<file path="config.mk">
export PLATFORM = sky130hd
export DESIGN_NAME = mem_read_sequencer_flat
export DESIGN_NICKNAME = d
export VERILOG_FILES = /design/src/rtl/mem_seq_pkg.sv /design/src/rtl/mem_read_sequencer_if.sv /design/src/rtl/mem_read_sequencer_rr_arb2.sv /design/src/rtl/mem_read_sequencer.sv /design/src/flat_wrapper.sv
export SDC_FILE = /design/constraint.sdc
export NUM_CORES = 1
export LEC_CHECK = 0
export ABC_AREA = 1
export CAP_MARGIN = 20
export CORE_UTILIZATION = 42
export DETAILED_ROUTE_END_ITERATION = 16
export PLACE_DENSITY = 0.75
export REMOVE_ABC_BUFFERS = 1
export SLEW_MARGIN = 20
export SYNTH_ARGS = -nofsm -noshare
export SYNTH_HDL_FRONTEND = slang
export SYNTH_SLANG_ARGS = --single-unit
</file>
<file path="constraint.sdc">
create_clock -name Clk -period 2.05 [get_ports Clk]
set_input_delay 0.41 -clock Clk [delete_from_list [all_inputs] [get_ports Clk]]
set_output_delay 0.41 -clock Clk [all_outputs]
set_load 0.01 [all_outputs]
</file>
<file path="src/rtl/mem_seq_pkg.sv">
// Shared definitions for the capture-memory read sequencer:
// FSM states and the memory command bus encodings.
package mem_seq_pkg;

  typedef enum logic [1:0] {
    StIdle,
    StIssue,
    StWait,
    StDone
  } seqState_t;

  // MemCmd bit positions
  localparam int unsigned CMD_SELP  = 0;
  localparam int unsigned CMD_PATHN = 1;
  localparam int unsigned CMD_RD    = 2;
  localparam int unsigned CMD_SELN  = 3;

  localparam logic [3:0] CMD_IDLE    = 4'b0000;
  localparam logic [3:0] CMD_ISSUE_P = 4'b0101;
  localparam logic [3:0] CMD_ISSUE_N = 4'b1110;
  localparam logic [3:0] CMD_WAIT_P  = 4'b0001;
  localparam logic [3:0] CMD_WAIT_N  = 4'b1010;

endpackage

</file>
<file path="src/rtl/mem_read_sequencer_if.sv">
// Requester and memory-side signals of the read sequencer.
// master = the sequencer itself, slave = requesters plus memory manager.
interface mem_read_sequencer_if #(
    parameter int unsigned ADDR_W = 10
);
    logic              ReqP;
    logic [ADDR_W-1:0] AddrP;
    logic              ReqN;
    logic [ADDR_W-1:0] AddrN;
    logic              GntP;
    logic              GntN;
    logic [3:0]        MemCmd;
    logic [ADDR_W-1:0] MemAddr;
    logic              MemAck;
    logic [31:0]       MemData;
    logic [31:0]       RdData;
    logic              RdValid;
    logic              RdSrc;
    logic              RdErr;

    modport master (
        input  ReqP, AddrP, ReqN, AddrN, MemAck, MemData,
        output GntP, GntN, MemCmd, MemAddr, RdData, RdValid, RdSrc, RdErr
    );

    modport slave (
        output ReqP, AddrP, ReqN, AddrN, MemAck, MemData,
        input  GntP, GntN, MemCmd, MemAddr, RdData, RdValid, RdSrc, RdErr
    );
endinterface

</file>
<file path="src/rtl/mem_read_sequencer_rr_arb2.sv">
// Two-way round-robin picker: on contention the side not served last wins.
module rr_arb2 (
    input  logic ReqP,
    input  logic ReqN,
    input  logic LastN,
    output logic PickN
);
    assign PickN = ReqN & (~ReqP | ~LastN);
endmodule

</file>
<file path="src/rtl/mem_read_sequencer.sv">
// Arbitrates P/N read requests onto the capture-memory command bus, waits for
// the slave acknowledge (or a timeout) and returns the word to the winner.
module mem_read_sequencer
    import mem_seq_pkg::*;
#(
    parameter int unsigned ADDR_W  = 10,
    parameter int unsigned TIMEOUT = 16
) (
    input  logic                 Clk,
    input  logic                 Rst,
    mem_read_sequencer_if.master bus
);
    localparam logic [7:0] CntLast = 8'(TIMEOUT - 1);

    seqState_t         stateQ, stateD;
    logic              srcQ, srcD;
    logic [ADDR_W-1:0] addrQ, addrD;
    logic [7:0]        cntQ, cntD;
    logic              lastNQ, lastND;
    logic              errQ, errD;
    logic [31:0]       rdDataQ, rdDataD;
    logic              rdSrcQ, rdSrcD;
    logic              pickN;
    logic [3:0]        memCmd;
    logic              done;

    rr_arb2 uArb (
        .ReqP  (bus.ReqP),
        .ReqN  (bus.ReqN),
        .LastN (lastNQ),
        .PickN (pickN)
    );

    always_ff @(posedge Clk or posedge Rst) begin
        if (Rst) begin
            stateQ  <= StIdle;
            srcQ    <= 1'b0;
            addrQ   <= '0;
            cntQ    <= '0;
            lastNQ  <= 1'b1;
            errQ    <= 1'b0;
            rdDataQ <= '0;
            rdSrcQ  <= 1'b0;
        end else begin
            stateQ  <= stateD;
            srcQ    <= srcD;
            addrQ   <= addrD;
            cntQ    <= cntD;
            lastNQ  <= lastND;
            errQ    <= errD;
            rdDataQ <= rdDataD;
            rdSrcQ  <= rdSrcD;
        end
    end

    always_comb begin
        stateD  = stateQ;
        srcD    = srcQ;
        addrD   = addrQ;
        cntD    = cntQ;
        lastND  = lastNQ;
        errD    = errQ;
        rdDataD = rdDataQ;
        rdSrcD  = rdSrcQ;
        unique case (stateQ)
            StIdle: begin
                if (bus.ReqP || bus.ReqN) begin
                    srcD   = pickN;
                    addrD  = pickN ? bus.AddrN : bus.AddrP;
                    stateD = StIssue;
                end
            end
            StIssue: begin
                cntD   = '0;
                stateD = StWait;
            end
            StWait: begin
                if (bus.MemAck) begin
                    rdDataD = bus.MemData;
                    errD    = 1'b0;
                    rdSrcD  = srcQ;
                    stateD  = StDone;
                end else if (cntQ == CntLast) begin
                    errD   = 1'b1;
                    rdSrcD = srcQ;
                    stateD = StDone;
                end else begin
                    cntD = cntQ + 8'd1;
                end
            end
            StDone: begin
                lastND = srcQ;
                stateD = StIdle;
            end
            default: stateD = StIdle;
        endcase
    end

    // Outputs decode registered state only, so no input reaches an output
    // combinationally and an async reset clears the command bus at once.
    always_comb begin
        memCmd = CMD_IDLE;
        unique case (stateQ)
            StIssue: memCmd = srcQ ? CMD_ISSUE_N : CMD_ISSUE_P;
            StWait:  memCmd = srcQ ? CMD_WAIT_N : CMD_WAIT_P;
            default: memCmd = CMD_IDLE;
        endcase
    end

    assign done        = (stateQ == StDone);
    assign bus.MemCmd  = memCmd;
    assign bus.MemAddr = addrQ;
    assign bus.GntP    = done & ~srcQ;
    assign bus.GntN    = done & srcQ;
    assign bus.RdValid = done & ~errQ;
    assign bus.RdErr   = done & errQ;
    assign bus.RdData  = rdDataQ;
    assign bus.RdSrc   = rdSrcQ;
endmodule

</file>
<file path="src/flat_wrapper.sv">
// flat-port wrapper written by rule: the top's interface ports become plain ports
module mem_read_sequencer_flat import mem_seq_pkg::*;
#(
    parameter int unsigned ADDR_W  = 10,
    parameter int unsigned TIMEOUT = 16
)
  (Clk, Rst, bus_ReqP, bus_AddrP, bus_ReqN, bus_AddrN, bus_MemAck, bus_MemData, bus_GntP, bus_GntN, bus_MemCmd, bus_MemAddr, bus_RdData, bus_RdValid, bus_RdSrc, bus_RdErr);
  mem_read_sequencer_if #(.ADDR_W(ADDR_W)) bus_i ();
  input  logic Clk;
  input  logic Rst;
  input wire logic [$bits(bus_i.ReqP)-1:0] bus_ReqP;
  input wire logic [$bits(bus_i.AddrP)-1:0] bus_AddrP;
  input wire logic [$bits(bus_i.ReqN)-1:0] bus_ReqN;
  input wire logic [$bits(bus_i.AddrN)-1:0] bus_AddrN;
  input wire logic [$bits(bus_i.MemAck)-1:0] bus_MemAck;
  input wire logic [$bits(bus_i.MemData)-1:0] bus_MemData;
  output wire logic [$bits(bus_i.GntP)-1:0] bus_GntP;
  output wire logic [$bits(bus_i.GntN)-1:0] bus_GntN;
  output wire logic [$bits(bus_i.MemCmd)-1:0] bus_MemCmd;
  output wire logic [$bits(bus_i.MemAddr)-1:0] bus_MemAddr;
  output wire logic [$bits(bus_i.RdData)-1:0] bus_RdData;
  output wire logic [$bits(bus_i.RdValid)-1:0] bus_RdValid;
  output wire logic [$bits(bus_i.RdSrc)-1:0] bus_RdSrc;
  output wire logic [$bits(bus_i.RdErr)-1:0] bus_RdErr;
  assign bus_i.ReqP = bus_ReqP;
  assign bus_i.AddrP = bus_AddrP;
  assign bus_i.ReqN = bus_ReqN;
  assign bus_i.AddrN = bus_AddrN;
  assign bus_i.MemAck = bus_MemAck;
  assign bus_i.MemData = bus_MemData;
  assign bus_GntP = bus_i.GntP;
  assign bus_GntN = bus_i.GntN;
  assign bus_MemCmd = bus_i.MemCmd;
  assign bus_MemAddr = bus_i.MemAddr;
  assign bus_RdData = bus_i.RdData;
  assign bus_RdValid = bus_i.RdValid;
  assign bus_RdSrc = bus_i.RdSrc;
  assign bus_RdErr = bus_i.RdErr;
  mem_read_sequencer #(.ADDR_W(ADDR_W), .TIMEOUT(TIMEOUT)) u_core (.Clk(Clk), .Rst(Rst), .bus(bus_i));
endmodule
</file>
### Yosys cells after proc, flatten, opt, wreduce, memory -nomap -nowiden

Index checks and enable logic that the tools add are counted.

* register bits after elaboration: 56
* input port bits: 57
* output and inout port bits: 51
* word-level logic and storage cells: 51

* add/subtract/negate cells: 1
* eq/ne operators: 8
* multiplexer cells: 15
* bitwise gates (word level): 10
* reductions and logical operators: 9

Operators with widths (number)
* 8-bit 2-to-1 mux: 2
* 8-bit case mux with 2 select lines: 1
* 10-bit 2-to-1 mux: 1
* 8-bit by 1-bit adder with 8-bit output, second input constant: 1
* 8-bit by 4-bit equality test with 1-bit output, second input constant: 1
* 4-bit 2-to-1 mux: 2
* 2-bit case mux with 4 select lines: 1
* 4-bit case mux with 2 select lines: 1
* 2-bit AND reduction: 4
* 2-bit 2-to-1 mux: 3
* 1-bit AND: 5
* 2-bit equality test, second input constant: 2
* 1-bit 2-to-1 mux: 4
* 2-bit != test, second input constant: 2
* 1-bit NOT: 4
* 2-bit nonzero test: 2
* 3-bit by 2-bit != test with 1-bit output, second input constant: 1
* 3-bit AND reduction: 1
* 2-bit by 1-bit equality test with 1-bit output, second input constant: 1
* 2-bit logical NOT: 1
* 2-bit by 1-bit != test with 1-bit output, second input constant: 1
* 1-bit logical OR: 1
* 1-bit OR: 1

### Longest topological paths before layout

Gate-level depths: netlist of the first run.

* word-level depth: 4
* depth in mapped cells: 9
* depth with buffers taken out: 8

### Cells and area by module

From an unflattened synthesis of the first run, not the netlist that was laid out.

* cells, all modules: 306
* area, all modules: 2537.4 sq um

Modules (own cells, without submodules)
* mem_read_sequencer: times used 1, cells each 304, area each 2524.9 sq um, seq. area each 1402.6 sq um
* rr_arb2: times used 1, cells each 2, area each 12.5 sq um, seq. area each 0.0 sq um

### Worst setup path before layout of the first run

No wires, ideal clock.

* path type: register to output
* start point: reg u_core.stateQ[0]
* end point: out bus_MemCmd[3]
* data arrival time: 1.386 ns
* required time: 1.640 ns
* path slack: 0.254 ns
* cell stages (with the launch flop): 7
* buffers on the path: 2
* cell sequence: dfrtp_1 -> inv_1 -> ha_1 -> buf_4 -> nor2_1 -> nor3_1 -> buf_4

* longest elaborated chain between the ends: 2
* elaborated cells between the ends (all ways): 3
* classes of those cells: eq/ne (2); mux (1)

Ends and longest elaborated chain
* start: declaration: RTL line mem_read_sequencer.sv:15 `seqState_t stateQ, stateD;`
* start signal: assignment: RTL line mem_read_sequencer.sv:36 `stateQ <= StIdle;`
* start signal: assignment: RTL line mem_read_sequencer.sv:45 `stateQ <= stateD;`
* 2-bit equality test or 2-bit by 1-bit equality test with 1-bit output (tied branches): RTL line mem_read_sequencer.sv:103 `unique case (stateQ)`
* 4-bit case mux with 2 select lines *: RTL line mem_read_sequencer.sv:103
* end: declaration: RTL line flat_wrapper.sv:19 `output wire logic [$bits(bus_i.MemCmd)-1:0] bus_MemCmd;`

Mark *: on every way between the ends. The rest lies on a longest branch, timed or not.

### Worst setup path after layout of the first run

* start point: reg u_core.stateQ[1]
* end point: out bus_MemCmd[2]

Same word-level chain as after synthesis.

==> results of run 1 <==
## logic make-up after synthesis
logic type | Yosys count
and+or+nand+nor | 180
DFF | 56
AOI/OAI and AO/OA | 30
buffers and inverters | 30
adders and majority gates | 6
xor gates and xnor gates | 1
## critical path: cells and delay by family, from the launching register on
kind                       cells  cell delay [ns]
buffers and inverters          2             0.65
adders and majority gates      1             0.16
DFF                            1             0.41
## flip-flops by register name, indices dropped and copies added, names as in the netlist
name,flops
u_core.bus.RdData,32
u_core.bus.RdSrc,1
u_core.cntQ,8
u_core.bus.MemAddr,10
u_core.errQ,1
u_core.lastNQ,1
u_core.srcQ,1
u_core.stateQ,2
## through the flow
step,hold slack (ns),util
detailed placement,0.464,0.637
global placement,0.461,0.637
global route,0.445,0.652
finish,0.390,0.652
CTS,0.401,0.653
floorplan,0.449,-
## area by class of cell
type,instances,area share
flip-flops and latches,56,0.365
repair buffers,119,0.304
multi-input cells,217,0.265
well taps,75,0.0244
clock buffers,5,0.0179
inverters,18,0.0176
clock inverters,3,0.00554
## layer usage
layer	vias to the layer above	track usage
met1	1030	0.243
met2	61	0.322
met5	-	0
li1	1167	-
met4	0	0.0518
met3	8	0.0629
## placed cells by master (no fill, tap or decap), types with 2 or more instances in the layout
cell type / Yosys / routed
nor2_1: 23 / 23
clkbuf_8: 0 / 5
o21ai_2: 4 / 4
o21ai_0: 4 / 4
inv_1: 14 / 13
dfrtp_1: 55 / 55
buf_12: 1 / 2
nor2_2: 2 / 2
a31oi_1: 10 / 10
a21oi_2: 2 / 2
clkbuf_2: 0 / 3
o21ai_1: 5 / 5
nor3_2: 0 / 2
a21oi_1: 3 / 3
ha_1: 6 / 6
nand3_1: 5 / 5
inv_2: 4 / 5
nand2_1: 144 / 144
buf_4: 2 / 10
nand2_2: 2 / 2
clkdlybuf4s50_1: 0 / 100
dlygate4sd2_1: 0 / 4
## worst max-delay path by stage
stage                          to  depth (start not counted)             start  slack [ns]
floorplan           bus_MemCmd[1]                          4  u_core.stateQ[0]        0.20
global placement    bus_MemCmd[3]                          5  u_core.stateQ[1]        0.09
detailed placement  bus_MemCmd[1]                          5  u_core.stateQ[1]       -0.02
CTS                 bus_MemCmd[1]                          5  u_core.stateQ[1]        0.02
global route        bus_MemCmd[2]                          3  u_core.stateQ[1]        0.01
finish              bus_MemCmd[2]                          3  u_core.stateQ[1]        0.11
## power groups by stage
| stage | Sequential [µW] | Clock, µW | Combinational (µW) |
|---|---|---|---|
| 2_1_floorplan | 2020 | 0 | 965 |
| 3_3_place_gp | 1830 | 0 | 2500 |
| 3_5_place_dp | 1850 | 0 | 2550 |
| 4_1_cts | 1830 | 643 | 2540 |
| 5_1_grt | 1890 | 685 | 2760 |
| 6_report | 1830 | 621 | 2510 |
## synth_stat cells
| cell | n |
|---|---|
| inv_2 | 4 |
| nand2_1 | 144 |
| clkbuf_1 | 1 |
| nor2_2 | 2 |
| dfrtp_1 | 55 |
| ha_1 | 6 |
| o21ai_0 | 4 |
| dfstp_2 | 1 |
| nand3_4 | 1 |
| buf_2 | 8 |
| nor3_1 | 2 |
| xnor2_1 | 1 |
| a31oi_1 | 10 |
| o21a_1 | 1 |
| nand2_2 | 2 |
| nand4_4 | 1 |
| buf_4 | 2 |
| nor2_1 | 23 |
| nand3_1 | 5 |
| o21ai_2 | 4 |
| inv_1 | 14 |
| a21oi_1 | 3 |
| buf_12 | 1 |
| a21oi_2 | 2 |
| o21ai_4 | 1 |
| o21ai_1 | 5 |
## repair_timing
item	4_1_cts	5_1_grt
endpoints found under the setup margin	7	3
buffers inserted	1	0
cloned	0	0
gates resized for setup	9	7
==> out/qor.yml, run 1 <==
outcome:
  outcome: "finished clean"
global_route:
  gr-total-overflow: 0
  grt_pass1_wl_um: 9470
  grt_max_degree: 28
  grt_pass1_vias: 2052
  track_usage: 0.194
  antenna_found_initial: 0
synth:
  synth_seq_cells: 56
  synth_top_area_frac: 0.538
  synth_top_family_by_area: "simple AND/OR/NAND/NOR gates"
  synth-compound-area-share: 0.0778
  synth_seq_area_share: 0.548
  syn_inst: 303
  synth_simple_gate_area_frac: 0.284
  synth_xor_area_frac: 0.00342
  synthTopCellsByArea: "dfrtp_1 54%, nand2_1 21%, nor2_1 3.4%, ha_1 2.9%, a31oi_1 2.4%"
  synthMuxAreaShare: 0
  synth_top_area_cell: "dfrtp_1"
  ys_warn_count: 0
  synthAdderAreaFrac: 0.0294
  ys_types: 26
  syn_area_um2: 2560
  syn_area_per_cell_um2: 8.44
power_and_ir_drop:
  irDropWorstVdd_mv: 0.585
  p_seq_frac: 0.369
  p_int_uw: 3100
  p_sw_frac: 0.376
  p_comb_frac: 0.506
  fin_total_pwr_uw: 4970
  p_per_area_nw_per_um2: 1290
  clockPowerShare: 0.125
  p_switching_uw: 1870
  p_leak_uw: 0.00184
hold_path:
  worst_hold_path_type: "in -> async"
critical_path:
  r2r_end: "u_core.bus.RdSrc"
  max_stage_delay_ns: 0.53
  ff2ff_path_depth: 8
  r2r_slack_ns: 0.47
  cp_max_fo: 3
  required_ns: 1.64
  critPathArrivalTime_ns: 1.53
  critPathSlowestCell: "clkdlybuf4s50_1"
  crit_type: "reg -> out"
  r2r_start: "u_core.stateQ[1]"
  start_kind: "register"
  endpoint_kind: "primary output"
  crit_chain: "inv_1 -> ha_1 -> clkdlybuf4s50_1"
route:
  remaining_drc_errors: 0
  wl_per_cell_um: 12.1
  wl_met3_um: 382
  routed.top_layer: "met4"
  drt_pass1_iterations: 4
  drtIter0Drc: 101
  wirelength_um: 5950
  postRouteAntennaNets: 0
  wl_met1_um: 2520
  via_per_inst: 4.60
  wl_met2_um: 2970
  vias: 2266
place:
  post_dp_cell_area_um2: 3750
  dp_cells: 484
  portBuffers: 107
  place_congestion: 0.801
  place_ws_ns: -0.0192
  dp_hpwl_um: 4460
sta:
  hold_violations: 0
  worst_slew_margin_rel: 0.735
  worst_slack_ns: 0.114
  period_needed_ns: 1.94
  tightest_slew_ns: 0.396
  max_freq_ghz: 0.516
  setup_tns_ns: 0
  final-max-slew-violation-count: 0
  rsz0062_at_grt: "false"
  finalSetupViolations: 0
  finalCritPeriodShare: 0.945
  fin_skew_ns: 0.00717
die:
  die_h_um: 80.0
  start_util: 0.435
  ios: 108
  fp.dieArea_um2: 6410
  rows: 28
  coreArea_um2: 5890
  die_x_um: 80.0
cts:
  cts_tree: "done"
  htreeDepth: 2
  cts_buffers: 5
  clock_sink_count: 56
  cts.clk_slew.worst_paths_ns: 0.11
  cts_max_path_buffers: 2
  hold_buffers: 0
  cts-root-buf: "clkbuf_8"
  clock_latency_ns: 0.31
final_layout:
  layout-drive-gt1-share: 0.105
  multiInputGateArea_um2: 1020
  finalNonFillerCells: 493
  diodes: 0
  nets: 480
  seqCellArea_um2: 1400
  final.fill_count: 520
  design_area_um2: 3840
  area_growth_pct: 50.1
run:
  maxCapViolCount: 0
No activity file was read; power rests on OpenSTA's default activity.
==> run 2, diff against run 1 <==
Settings changed: MAX_ROUTING_LAYER set to met4.
==> run 2 against run 1 <==
Die area unchanged; worst setup slack better by 0.0032 ns; global-route usage increased by 0.49 points; combinational power about the same; non-clock buffer count did not move; wire length down 0.91%; hold slack better by 0.0054 ns; largest cell class unchanged.
==> out/qor.yml, run 2 (synthesis gave the netlist of run 1 again) <==
outcome:
  outcome: "finished clean"
cts:
  htreeDepth: 2  # unchanged
  clock_latency_ns: 0.31  # about the same
  cts_max_path_buffers: 2  # unchanged
  cts.clk_slew.worst_paths_ns: 0.10  # about the same
  clock_sink_count: 56  # unchanged
  cts-root-buf: "clkbuf_8"
  cts_buffers: 5  # unchanged
  cts_tree: "done"
global_route:
  track_usage: 0.199  # +0.00489
  grt_pass1_vias: 2047  # -0.24%
  antenna_found_initial: 0  # unchanged
  grt_pass1_wl_um: 9470  # unchanged
  gr-total-overflow: 0  # unchanged
  grt_max_degree: 28  # unchanged
critical_path:
  required_ns: 1.64  # about the same
  r2r_slack_ns: 0.48  # about the same
  endpoint_kind: "primary output"
  critPathArrivalTime_ns: 1.52  # about the same
  r2r_end: "u_core.bus.RdSrc"
  crit_type: "reg -> out"
  start_kind: "register"
  r2r_start: "u_core.stateQ[1]"
  ff2ff_path_depth: 8  # unchanged
  cp_max_fo: 3  # unchanged
hold_path:
  worst_hold_path_type: "in -> async"
route:
  drtIter0Drc: 112  # +11%
  remaining_drc_errors: 0  # unchanged
  wirelength_um: 5900  # -0.91%
  drt_pass1_iterations: 4  # unchanged
  postRouteAntennaNets: 0  # unchanged
  wl_per_cell_um: 12.0  # -0.91%
  vias: 2248  # -0.79%
  via_per_inst: 4.56  # -0.79%
die:
  fp.dieArea_um2: 6410  # unchanged
  coreArea_um2: 5890  # unchanged
  ios: 108  # unchanged
  rows: 28  # unchanged
  die_h_um: 80.0  # unchanged
  start_util: 0.435  # unchanged
  die_x_um: 80.0  # unchanged
final_layout:
  largest_reg_flops: 32  # unchanged
  mostFrequentLayoutCells: "144 x nand2_1, 100 x clkdlybuf4s50_1, 55 x dfrtp_1"
  layout-drive-gt1-share: 0.105  # unchanged
  layout_commonest_cell: "nand2_1"
  area_growth_pct: 50.1  # unchanged
  seqCellArea_um2: 1400  # unchanged
  diodes: 0  # unchanged
  nets: 480  # unchanged
  final.fill_count: 520  # unchanged
  multiInputGateArea_um2: 1020  # unchanged
sta:
  max_freq_ghz: 0.517  # +0.16%
  tightest_slew_ns: 0.399  # +0.00221 ns
  finalSetupViolations: 0  # unchanged
  finalCritPeriodShare: 0.943  # -0.00156
  period_needed_ns: 1.93  # -0.00319 ns
  worst_slew_margin_rel: 0.734  # -0.00148
  hold_violations: 0  # unchanged
  rsz0062_at_grt: "false"
  fin_skew_ns: 0.00451  # -0.00266 ns
  final-max-slew-violation-count: 0  # unchanged
  whs_ns: 0.396  # +0.00543 ns
  worst_slack_ns: 0.117  # +0.00319 ns
place:
  place_ws_ns: -0.0192  # unchanged
  place_congestion: 0.812  # +1.4%
  dp_hpwl_um: 4460  # unchanged
  portBuffers: 107  # unchanged
power_and_ir_drop:
  p_per_area_nw_per_um2: 1290  # -0.12%
  irDropWorstVdd_mv: 0.584  # -0.12%
  p_leak_uw: 0.00184  # unchanged
run:
  maxCapViolCount: 0  # unchanged
-- run 2: cell counts in the layout (fill, tap and decap cells not counted) --
Identical to the previous run, type by type.
-- run 2: what timing repair did --
item / in CTS / in global routing
hold buffers: 0 / 0
pin swaps: 0 / 0
endpoints found under the setup margin: 7 / 3
buffers inserted: 1 / 0
gates resized for setup: 9 / 7
-- run 2: worst max path at each step --
stage	from	endpoint	slack [ns]	depth (start not counted)
after floorplan	u_core.stateQ[0]	bus_MemCmd[1]	0.20	4
after global placement	u_core.stateQ[1]	bus_MemCmd[3]	0.09	5
after detailed placement	u_core.stateQ[1]	bus_MemCmd[1]	-0.02	5
after CTS	u_core.stateQ[1]	bus_MemCmd[1]	0.02	5
after global routing	u_core.stateQ[1]	bus_MemCmd[2]	0.02	3
final	u_core.stateQ[1]	bus_MemCmd[2]	0.12	3
-- run 2: final cells by class --
type / count / area share
flip-flops and latches: 56 / 0.365
multi-input cells: 217 / 0.265
clock inverters: 3 / 0.00554
well taps: 75 / 0.0244
inverters: 18 / 0.0176
repair buffers: 119 / 0.304
clock buffers: 5 / 0.0179
-- run 2: report_power, final --
part	internal [µW]	switching, µW	leakage, µW
Clock	244	372	0.0000445
Combinational	1290	1220	0.00110
Sequential	1570	266	0.000697
-- run 2: worst max-delay path, cell delays in order, from the launching register on --
cell	delay, ns
dfrtp_1	0.41
inv_1	0.12
ha_1	0.16
clkdlybuf4s50_1	0.53
-- run 2: metal layers --
metal / share of wire / GRT usage / vias up
met5: 0 / - / -
met4: 0.014 / 0.0625 / 0
met3: 0.059 / 0.0503 / 7
met2: 0.50 / 0.321 / 62
met1: 0.43 / 0.246 / 1013
li1: - / - / 1166
-- run 2: per-stage QoR --
stage	area, µm²	cells	power (µW)	TNS, ns	util
2_1_floorplan	2480	291	2980	0	-
3_3_place_gp	3750	484	4330	0	0.637
3_5_place_dp	3750	484	4400	-0.0373	0.637
4_1_cts	3850	493	5020	0	0.653
5_1_grt	3840	493	5320	0	0.652
6_report	3840	493	4960	0	0.652
==> run 3, diff against run 2 <==
Settings changed: CORE_UTILIZATION 42 to 44, CTS_BUF_LIST set to sky130_fd_sc_hd__clkbuf_4, PLACE_DENSITY 0.75 to 0.79, SYNTH_HIERARCHICAL set to 1.
==> run 3 against run 2 <==
Area after synthesis shrank 0.78%; sequential cell count is the same; maximum frequency decreased by 0.45%; largest power group unchanged; wire length increased by 0.73%.
==> out/qor.yml, run 3 <==
die:
  coreArea_um2: 5540  # -5.9%
  die_h_um: 77.9  # -2.6%
  ios: 108  # unchanged
  die_x_um: 77.9  # -2.6%
  fp.dieArea_um2: 6070  # -5.2%
  rows: 27  # -3.6%
  start_util: 0.458  # +0.0235
critical_path:
  required_ns: 1.64  # about the same
  endpoint_kind: "primary output"
  start_kind: "register"
  critPathArrivalTime_ns: 1.53  # about the same
  crit_type: "reg -> out"
  r2r_end: "u_core/cntQ[4]"
  max_stage_delay_ns: 0.41  # -0.12 ns
  cp_max_fo: 3  # unchanged
  r2r_start: "u_core/stateQ[1]"
  crit_chain: "buf_4 -> ha_2 -> inv_1 -> nor2_1 -> dlygate4sd2_1"
  ff2ff_path_depth: 7  # -1
  cp_num_buf_inv: 3  # +1
  critical_path.top_delay_family: "buffers and inverters"
  critPathSlowestCell: "dfrtp_1"
  r2r_slack_ns: 0.35  # -0.13 ns
place:
  dp_hpwl_um: 4340  # -2.7%
  place_congestion: 0.833  # +2.5%
  portBuffers: 107  # unchanged
  dp_cells: 478  # -1.2%
synth:
  synth_top_area_cell: "dfrtp_1"
  ys_types: 25  # -3.8%
  synthFlopType: "dfrtp_1"
  synth_top_area_frac: 0.542  # +0.00425
  synthArstFlopShare: 1.00  # unchanged
  syn_inst: 306  # +0.99%
  synth_enable_flop_cells: 0  # unchanged
  synth_seq_area_share: 0.553  # +0.00433
  syn_area_um2: 2540  # -0.78%
  synth_seq_cells: 56  # unchanged
  synthTopCellsByArea: "dfrtp_1 54%, nand2_1 21%, nor2_1 3.6%, ha_1 3.0%, inv_1 3.0%"
  synth.most_common_cell: "nand2_1"
  ys_top_cells_by_count: "144 x nand2_1, 55 x dfrtp_1, 24 x nor2_1"
  ys_warn_count: 6  # +6
  syn_area_per_cell_um2: 8.29  # -1.8%
final_layout:
  diodes: 0  # unchanged
  finalNonFillerCells: 488  # -1.0%
  seqCellArea_um2: 1400  # unchanged
  layout_commonest_cell: "nand2_1"
  multiInputGateArea_um2: 993  # -2.5%
  nets: 478  # -0.42%
  largest_reg_flops: 32  # unchanged
  mostFrequentLayoutCells: "144 x nand2_1, 99 x clkdlybuf4s50_1, 55 x dfrtp_1"
  utilization: 0.677  # +0.0251
  layout-drive-gt1-share: 0.0865  # -0.0187
  area_growth_pct: 47.9
  final.fill_count: 473  # -9.0%
sta:
  period_needed_ns: 1.94  # +0.00865 ns
  final-max-slew-violation-count: 0  # unchanged
  hold_violations: 0  # unchanged
  setup_tns_ns: 0  # unchanged
  finalSetupViolations: 0  # unchanged
  worst_slew_margin_rel: 0.639  # -0.0945
  rsz0062_at_grt: "false"
  finalCritPeriodShare: 0.947  # +0.00422
  max_freq_ghz: 0.515  # -0.45%
  tightest_slew_ns: 0.540  # +0.142 ns
  fin_skew_ns: 0.0112  # +0.00670 ns
route:
  postRouteAntennaNets: 0  # unchanged
  drt_pass1_iterations: 4  # unchanged
  wirelength_um: 5940  # +0.73%
  drtIter0Drc: 124  # +11%
  remaining_drc_errors: 0  # unchanged
  vias: 2271  # +1.0%
  wl_per_cell_um: 12.2  # +1.8%
  via_per_inst: 4.65  # +2.1%
cts:
  cts_max_path_buffers: 2  # unchanged
  cts.clk_slew.worst_paths_ns: 0.16  # +0.06 ns
  hold_buffers: 0  # unchanged
  cts_tree: "done"
  cts_buffers: 5  # unchanged
  clock_sink_count: 56  # unchanged
  cts-root-buf: "clkbuf_4"
  clock_latency_ns: 0.37  # +0.06 ns
  htreeDepth: 2  # unchanged
global_route:
  antenna_found_initial: 0  # unchanged
  grt_max_degree: 57  # +100%
  track_usage: 0.221  # +0.0219
  grt_pass1_vias: 2324  # +14%
  gr-total-overflow: 0  # unchanged
  grt_pass1_wl_um: 10200  # +7.9%
power_and_ir_drop:
  irDropWorstVdd_mv: 0.634  # +8.5%
  p_per_area_nw_per_um2: 1250  # -3.1%
  p_leak_uw: 0.00185  # +0.46%
  fin_total_pwr_uw: 4700  # -5.3%
run:
  maxCapViolCount: 0  # unchanged
hold_path:
  worst_hold_path_type: "in -> async"
outcome:
  outcome: "finished clean"
run 3: layout make-up:
type | count | area share
Clock buffer | 6 | 0.0120
Clock inverter | 2 | 0.00300
Inverter | 20 | 0.0200
Multi-Input combinational cell | 217 | 0.265
Sequential cell | 56 | 0.374
Tap cell | 72 | 0.0240
Timing Repair Buffer | 115 | 0.302
run 3: routing by layer:
| layer | up-vias | GRT usage | part of all wire |
|---|---|---|---|
| met5 | - | - | 0 |
| met4 | 0 | 0.0593 | 0.017 |
| met3 | 10 | 0.0635 | 0.067 |
| met2 | 70 | 0.375 | 0.49 |
| met1 | 1029 | 0.257 | 0.43 |
| li1 | 1162 | - | - |
run 3: worst max path at each step:
| stage | startpoint | endpoint | slack (ns) | depth (start not counted) |
|---|---|---|---|---|
| floorplan | u_core/stateQ[0] | u_core/bus.RdData[0] | 0.15 | 6 |
| global placement | u_core/stateQ[1] | bus_MemCmd[3] | 0.1 | 5 |
| detailed placement | u_core/stateQ[1] | bus_MemCmd[3] | 0.02 | 5 |
| CTS | u_core/stateQ[0] | bus_MemCmd[3] | 0.007 | 5 |
| global route | u_core/stateQ[0] | bus_MemCmd[3] | 0.005 | 5 |
| finish | u_core/stateQ[0] | bus_GntP | 0.11 | 5 |
run 3: worst register-to-register path, delay by kind of cell (launching register included):
kind	cells	cell delay, ns
AND/OR/NAND/NOR	3	0.57
flip-flops	1	0.40
buffers and inverters	2	0.31
adder cells (fa/ha/maj)	1	0.20
AO/OA/AOI/OAI	1	0.10
run 3: power by group:
group / total, µW / internal, µW / switching (µW)
clock network: 480 / 145 / 335
registers: 1820 / 1560 / 255
logic: 2400 / 1230 / 1170
total: 4700 / 2940 / 1760
run 3: cell families (layout without fill, tap and decap cells):
family,Yosys count,count (layout),synth area share
buf+inv,33,143,0.0597
simple gates,183,183,0.288
compound gates,26,26,0.0631
flops,56,56,0.553
fa+ha+maj,6,6,0.0296
xor+xnor,2,2,0.00690
run 3: what timing repair did:
item | in CTS | in global routing
setup buffers | 2 | 0
pin swaps | 1 | 1
setup endpoints to repair | 8 | 7
gates resized for setup | 13 | 8
run 3: per-stage QoR:
stage               cell area, µm²  worst slack (ns)  hold WS [ns]
floorplan                     2460             0.148         0.449
global placement              3690            0.0955         0.461
detailed placement            3690            0.0247         0.464
CTS                           3770           0.00749         0.397
global route                  3750           0.00549         0.403
finish                        3750             0.108         0.400
